`src/rtl/ofmap_drain.sv`:
```
// Drains the ofmap BRAM (mem2) after GEMM completes and streams each word over valid/ready.
// A two-entry output buffer hides the one-cycle BRAM read latency under backpressure.
module ofmap_drain #(
  parameter int DATA_WIDTH      = 8,
  parameter int PE_SIZE         = 14,
  parameter int MEM2_DATA_WIDTH = 112,
  parameter int MEM2_DEPTH      = 896,
  parameter int MEM2_ADDR_WIDTH = 10
) (
  input  logic                       clk,
  input  logic                       rst,
  input  logic                       start_i,
  output logic                       mem2_ce1,
  output logic                       mem2_we1,
  output logic [MEM2_ADDR_WIDTH-1:0] mem2_addr1,
  input  logic [MEM2_DATA_WIDTH-1:0] mem2_q1_i,
  output logic                       out_valid_o,
  input  logic                       out_ready_i,
  output logic [MEM2_DATA_WIDTH-1:0] out_data_o,
  output logic                       out_last_o,
  output logic                       busy_o,
  output logic                       done_o
);

  // state | meaning
  // IDLE  | waiting for start_i
  // READ  | issuing reads while the buffer has room
  // FLUSH | all reads issued; waiting for buffer and in-flight read to empty
  // DONE  | one-cycle done pulse
  typedef enum logic [1:0] {IDLE, READ, FLUSH, DONE} state_t;

  localparam int AW = MEM2_ADDR_WIDTH;
  localparam int DW = MEM2_DATA_WIDTH;
  localparam logic [AW-1:0] LAST_ADDR = AW'(MEM2_DEPTH - 1);

  if (MEM2_DATA_WIDTH != DATA_WIDTH * PE_SIZE) begin : g_width_check
    $error("MEM2_DATA_WIDTH must equal DATA_WIDTH*PE_SIZE");
  end

  state_t        state_q;
  logic [AW-1:0] addr_q;
  logic [AW-1:0] cnt_q;
  logic          inflight_q;

  // Head entry drives the outputs directly; skid holds the second entry.
  logic          head_valid_q, head_valid_d;
  logic          head_last_q, head_last_d;
  logic [DW-1:0] head_data_q, head_data_d;
  logic          skid_valid_q, skid_valid_d;
  logic [DW-1:0] skid_data_q, skid_data_d;

  logic          pop;
  logic          push;
  logic          issue;
  logic [1:0]    occ;
  logic [AW-1:0] head_idx;

  assign pop      = head_valid_q & out_ready_i;
  assign push     = inflight_q;
  assign occ      = {1'b0, head_valid_q} + {1'b0, skid_valid_q};
  assign issue    = (state_q == READ) &&
                    (({1'b0, occ} + {2'b0, inflight_q}) < (3'd2 + {2'b0, pop}));
  assign head_idx = cnt_q + {{(AW-1){1'b0}}, pop};

  assign mem2_ce1    = issue;
  assign mem2_we1    = 1'b0;
  assign mem2_addr1  = addr_q;
  assign out_valid_o = head_valid_q;
  assign out_data_o  = head_data_q;
  assign out_last_o  = head_last_q;
  assign busy_o      = (state_q != IDLE);
  assign done_o      = (state_q == DONE);

  always_comb begin
    head_valid_d = head_valid_q;
    head_last_d  = head_last_q;
    head_data_d  = head_data_q;
    skid_valid_d = skid_valid_q;
    skid_data_d  = skid_data_q;
    if (pop || !head_valid_q) begin
      if (skid_valid_q) begin
        head_valid_d = 1'b1;
        head_data_d  = skid_data_q;
        head_last_d  = (head_idx == LAST_ADDR);
        skid_valid_d = push;
        if (push) skid_data_d = mem2_q1_i;
      end else if (push) begin
        head_valid_d = 1'b1;
        head_data_d  = mem2_q1_i;
        head_last_d  = (head_idx == LAST_ADDR);
      end else begin
        head_valid_d = 1'b0;
        head_last_d  = 1'b0;
      end
    end else if (push) begin
      skid_valid_d = 1'b1;
      skid_data_d  = mem2_q1_i;
    end
  end

  always_ff @(posedge clk) begin
    if (rst) begin
      state_q      <= IDLE;
      addr_q       <= '0;
      cnt_q        <= '0;
      inflight_q   <= 1'b0;
      head_valid_q <= 1'b0;
      head_last_q  <= 1'b0;
      head_data_q  <= '0;
      skid_valid_q <= 1'b0;
      skid_data_q  <= '0;
    end else begin
      inflight_q   <= issue;
      head_valid_q <= head_valid_d;
      head_last_q  <= head_last_d;
      head_data_q  <= head_data_d;
      skid_valid_q <= skid_valid_d;
      skid_data_q  <= skid_data_d;
      if (pop) cnt_q <= cnt_q + 1'b1;
      case (state_q)
        IDLE: begin
          if (start_i) begin
            state_q <= READ;
            addr_q  <= '0;
            cnt_q   <= '0;
          end
        end
        READ: begin
          // Address parks on the last word rather than stepping past the end.
          if (issue) begin
            if (addr_q == LAST_ADDR) state_q <= FLUSH;
            else                     addr_q  <= addr_q + 1'b1;
          end
        end
        FLUSH: begin
          if (!head_valid_d && !skid_valid_d) state_q <= DONE;
        end
        DONE: state_q <= IDLE;
        default: state_q <= IDLE;
      endcase
    end
  end

endmodule

```
`config.mk`:
```
export PLATFORM = sky130hd
export DESIGN_NAME = ofmap_drain
export DESIGN_NICKNAME = d
export VERILOG_FILES = /design/src/rtl/ofmap_drain.sv
export SDC_FILE = /design/constraint.sdc
export NUM_CORES = 1
export LEC_CHECK = 0
export ABC_CLOCK_PERIOD_IN_PS = 4100
export BUFFER_PORTS_ARGS = -buffer_cell sky130_fd_sc_hd__buf_2
export CAP_MARGIN = 20
export CORE_UTILIZATION = 50
export CTS_CLUSTER_SIZE = 12
export DETAILED_ROUTE_END_ITERATION = 8
export PLACE_DENSITY = 0.71
export SLEW_MARGIN = 15
export SYNTH_ARGS = -nofsm -noshare
export SYNTH_HDL_FRONTEND = slang
export SYNTH_SLANG_ARGS = --single-unit
```
`constraint.sdc`:
```
create_clock -name clk -period 4.1 [get_ports clk]
set_clock_uncertainty 0.2 [all_clocks]
set_input_delay 0.41 -clock clk [delete_from_list [all_inputs] [get_ports clk]]
set_output_delay 0.41 -clock clk [all_outputs]
set_load 0.01 [all_outputs]
```
Word level (Yosys, flattened, before mapping)
Index checks and enable logic that the tools add are counted.
W data, S select, Z words.

storage, ports and cells
  bits of input ports = 116
  register bits = 250

operators by class
  eq/ne operators = 11
  bitwise logic cells = 1
  order comparisons = 1
  multiplexer cells = 25
  reduce and logical (&&, ||, !) cells = 13
  add/sub/neg operators = 6

operator list
  cell                     number
  $mux W112                5
  $mux W10                 6
  $add A10 B1 Y10 const B  2
  $eq A10 B10 Y1 const B   2
  $pmux W10 S2             1
  $add A10 B1 Y10          1
  $ne A2 B2 Y1 const B     5
  $mux W1                  8
  $mux W2                  4
  $pmux W2 S4              1
  $reduce_and A4 Y1        2
  $reduce_bool A2 Y1       3
  $eq A2 B2 Y1 const B     2
  $add A2 B1 Y3            1
  $add A2 B1 Y3 const A    1
  $logic_not A1 Y1         3
  $lt A3 B3 Y1             1
  $add A1 B1 Y2            1
  $eq A2 B1 Y1 const B     1
  $logic_and A1 B1 Y1      2
  $logic_not A2 Y1         1
  $ne A2 B1 Y1 const B     1
  $reduce_and A2 Y1        1
  $and A1 B1 Y1            1
  $logic_or A1 B1 Y1       1

Longest topological paths before layout
  depth in word-level cells = 7
  mapped depth = 8

Least setup slack after synthesis
OpenSTA, ideal clock, no wires.

  kind = flip-flop to flip-flop
  start point = reg head_valid_q, in the netlist out_valid_o
  end point = reg addr_q[8], in the netlist mem2_addr1[8]
  arrival time = 2519 ps
  period minus slack after synthesis = 2842 ps
  slack = 1258 ps
  cell stages (with the launch flop) = 7
  path through = dfxtp_1 -> fa_1 -> nand3b_2 -> a311o_2 -> or2_4 -> or4_1 -> mux2_1

between the ends
  longest elaborated chain between the ends = 6
  elaborated cells on any way between the ends = 8
  those cells by class = 3 x add/sub; 1 x order compare; 1 x eq/ne; 1 x bitwise; 2 x reduce/logical

RTL lines
  what                                                   RTL line  RTL
  start: declaration                                     46        logic head_valid_q, head_valid_d;
  start signal: assignment                               114       head_valid_q <= head_valid_d;
  $add A1 B1 Y2 / $and A1 B1 Y1 (equally long branches)  60, 58
  $add A2 B1 Y3                                          62        (({1'b0, occ} + {2'b0, inflight_q}) < (3'd2 + {2'b0, pop}));
  $lt A3 B3 Y1 (*)                                       62
  $logic_and A1 B1 Y1 (*)                                61        assign issue = (state_q == READ) &&
  $ne A2 B2 Y1 (no source line) (*)                      --
  $reduce_and A4 Y1 (no source line) (*)                 --
  end signal: assignment                                 132       else addr_q <= addr_q + 1'b1;
  end: declaration                                       41        logic [AW-1:0] addr_q;

Mark *: on every way between the ends. The rest lies on a longest branch, timed or not.
A chain may end at the register's enable or synchronous reset.

Final worst setup path
  start point = reg inflight_q
  end point = reg addr_q[8], in the netlist mem2_addr1[8]

between the ends
  longest elaborated chain between the ends = 5

RTL lines
  what                                RTL line  RTL
  start: declaration                  43        logic inflight_q;
  start signal: assignment            113       inflight_q <= issue;
  $add A2 B1 Y3                       62
  $lt A3 B3 Y1                        62
  $logic_and A1 B1 Y1                 61
  $ne A2 B2 Y1 (no source line)       --
  $reduce_and A4 Y1 (no source line)  --

Every way passes these cells.

==> impl_metrics.tcl <==
set metrics [dict create \
    critPathMaxStageDelay_ns 0.54 \
    diodes 0 \
    die_w_um 143.6 \
    status "finished, final reports clean" \
    multi_input_area_mm2 0.004652 \
    crit_buf_inv 0 \
    cts_tree "yes" \
    drive_gt1_frac 0.2016 \
    clockRootBuffer "clkbuf_16" \
    layout.nets 1583 \
    area_growth_pct 32.53 \
    vias_per_cell 5.084 \
    cp_top_family "simple AND/OR/NAND/NOR gates" \
    crit_type "flop to flop" \
    finalSetupViolCount 0 \
    clockBufferDepth 3 \
    yosys.area_share.simple 0.1670 \
    synth_fa_ha_area_frac 0.01323 \
    ys.flop_type "dfxtp_1" \
    slew_violations 0 \
    synth_top_area_frac 0.4993 \
    fmax_mhz 328.1 \
    yosysUniqueCellTypes 43 \
    synth_cells 1154 \
    cts_buffers 26 \
    drt_iter0_drc 395 \
    ant_nets 0 \
    synth-edff-count 0 \
    path_cells "fa_1 -> nand3b_2 -> a311o_2 -> or2_4 -> or4_1 -> mux2_1" \
    nFillCells 1601 \
    worst-path-max-fanout 8 \
    grt_overflow 0 \
    htreeDepth 1 \
    synthesis.nets 1280 \
    power_density_mw_per_mm2 510.2 \
    path_clk_slew_ns 0.06 \
    drc 0 \
    synth.area.top_cells "dfxtp_1 50%, mux2i_1 11%, nand2_1 9.0%" \
    drt-total-wl_um 24960 \
    peakVddDrop_v 0.0003766 \
    fp-row-count 51 \
    dieHeight_um 143.6 \
    grt_use_total 0.2340 \
    worst_pin_slew_ns 1.067 \
    crit_arrival_ns 3.24 \
    synth_compound_area_frac 0.1529 \
    syn_area_per_cell_um2 8.687 \
    port-buffer-count 242 \
    hold_ws_ns 0.09347 \
    rsz0062_at_grt "no" \
    ys_seq_area_frac 0.4993 \
    grt_pass1_wl_um 39650 \
    synthXorXnorAreaFrac 0.01398 \
    cts_resized 0 \
    yosys_register_bits 250 \
    synth_top_family_by_area "simple AND/OR/NAND/NOR gates" \
    insertion_delay_ns 0.51 \
    hold_violations 0 \
    slowest_stage "dfxtp_1" \
    ff_latch_area_mm2 0.005009 \
    core-area_mm2 0.01953 \
    dpl.hpwl_um 14470 \
    grt_start_max_net_pins 118 \
    antenna_found_initial 0 \
    numClockSinks 250 \
    io_pins 244 \
    grt_pass1_vias 8237 \
    p_leak_nw 4.999 \
    synth.area.mux_share 0.1140 \
    postLayoutSetupSlackWorst_ns 1.052 \
    maxCapViolCount 0 \
    period_minus_slack_ns 3.048 \
    cp.required_ns 4.29 \
    drtPass1Iterations 6 \
    start_kind "flop" \
    die_area_mm2 0.02062 \
    synth_area_leader_cell "dfxtp_1" \
    async_flop_share 0 \
    power.total_w 0.006778 \
    gp_congestion 0.8154 \
    hp-class "input port to flop" \
    tns_ns 0 \
    relSlewSlack 0.2888 \
    dp_slack_ns 1.085 \
    yosys_warnings 0 \
    vias 8836 \
    cp-end-kind "flop" \
    fin_crit_sh 0.7434 \
    wl_per_cell_um 14.36 \
    synth_area_mm2 0.01002 \
    start_util 0.5134 \
]
[state kept, by name, summed over array words and instances (netlist names)]
register	count
skid_data_q	112
mem2_addr1	10
inflight_q	1
out_data_o	112
out_valid_o	1
out_last_o	1
cnt_q	10
skid_valid_q	1
state_q	2
[cells in the mapped netlist (2+ instances only)]
cell type	n
nor2_1	136
xor2_1	8
nand3_1	12
a21oi_1	119
nand2_1	240
and2b_1	2
o31ai_1	2
inv_1	10
nor4_1	3
clkbuf_1	77
buf_1	8
a211oi_1	113
ha_1	9
buf_2	6
nand4_1	5
xnor2_1	8
and4_1	2
dfxtp_1	250
mux2i_1	113
o21ai_0	3
nor3_1	6
[cells in the final DEF, fill, tap and decap left out, types with 3 or more instances in the layout]
master / n
buf_4: 10
clkbuf_8: 5
ha_1: 9
nand3_1: 12
a211oi_1: 113
nor3_1: 6
buf_2: 241
nand2_1: 240
nor4_1: 3
clkbuf_1: 10
nor2_1: 135
inv_1: 10
clkbuf_16: 27
nand4_1: 5
a21oi_1: 119
o21ai_0: 3
dlygate4sd3_1: 113
xor2_1: 8
mux2i_1: 113
dfxtp_1: 249
xnor2_1: 8
[per-layer routing]
layer	up-vias	track usage	wire length, µm
li1	4551	-	-
met1	4013	0.3020	11100
met2	238	0.3958	11850
met3	34	0.05531	1646
met4	0	0.05095	356
met5	-	0	0
[tightest hold or removal path: cells and delay by family]
family          cells  cell delay (ns)
simple gates        2             0.17
buf+inv             1             0.12
compound gates      1             0.06
[cells by family (layout without fill, tap and decap cells)]
| logic type | after synthesis | in the layout |
|---|---|---|
| AND/OR/NAND/NOR | 417 | 417 |
| flip-flops | 250 | 250 |
| AO/OA/AOI/OAI | 244 | 244 |
| multiplexers | 114 | 114 |
| buffers and inverters | 102 | 421 |
| XOR/XNOR | 16 | 16 |
| adder cells (fa/ha/maj) | 10 | 10 |
| other | 1 | 1 |
[power by group]
group,switching (W),internal [W]
registers,0.000188,0.00277
clock network,0.000901,0.00129
logic,0.000945,0.000684
total,0.00203,0.00474
[path summary, 6_finish.rpt]
path / start / depth (start not counted) / slack (ns) / endpoint
setup / recovery: inflight_q$_SDFF_PP0_ / 6 / 1.05 / mem2_addr1[8]$_SDFFE_PP0P_
hold / removal: out_ready_i / 4 / 0.09 / cnt_q[1]$_SDFF_PP0_
setup reg to reg: inflight_q$_SDFF_PP0_ / 6 / 1.05 / mem2_addr1[8]$_SDFFE_PP0P_
hold reg to reg: skid_data_q[46]$_SDFFE_PP0P_ / 2 / 0.25 / skid_data_q[46]$_SDFFE_PP0P_
[cell type report]
class / count / area share
clock buffer: 42 / 0.05886
clock inverter: 2 / 0.0007534
inverter: 10 / 0.002825
multi-input combinational: 802 / 0.3502
sequential: 250 / 0.3770
tap: 265 / 0.02496
timing repair buffer: 367 / 0.1854
[metrics by stage]
stage / std cells / instance area [µm²] / utilization
finish: 1738 / 13290 / 0.6804
global route: 1738 / 13290 / 0.6804
CTS: 1738 / 13290 / 0.6804
detailed placement: 1581 / 11360 / 0.5819
global placement: 1581 / 11360 / 0.5819
floorplan: 1154 / 10020 / -
[what timing repair did]
item	4_1_cts	5_1_grt
hold endpoints to repair	113	0
setup buffers	0	0
hold buffers	113	0
No activity file was read; power rests on OpenSTA's default activity.
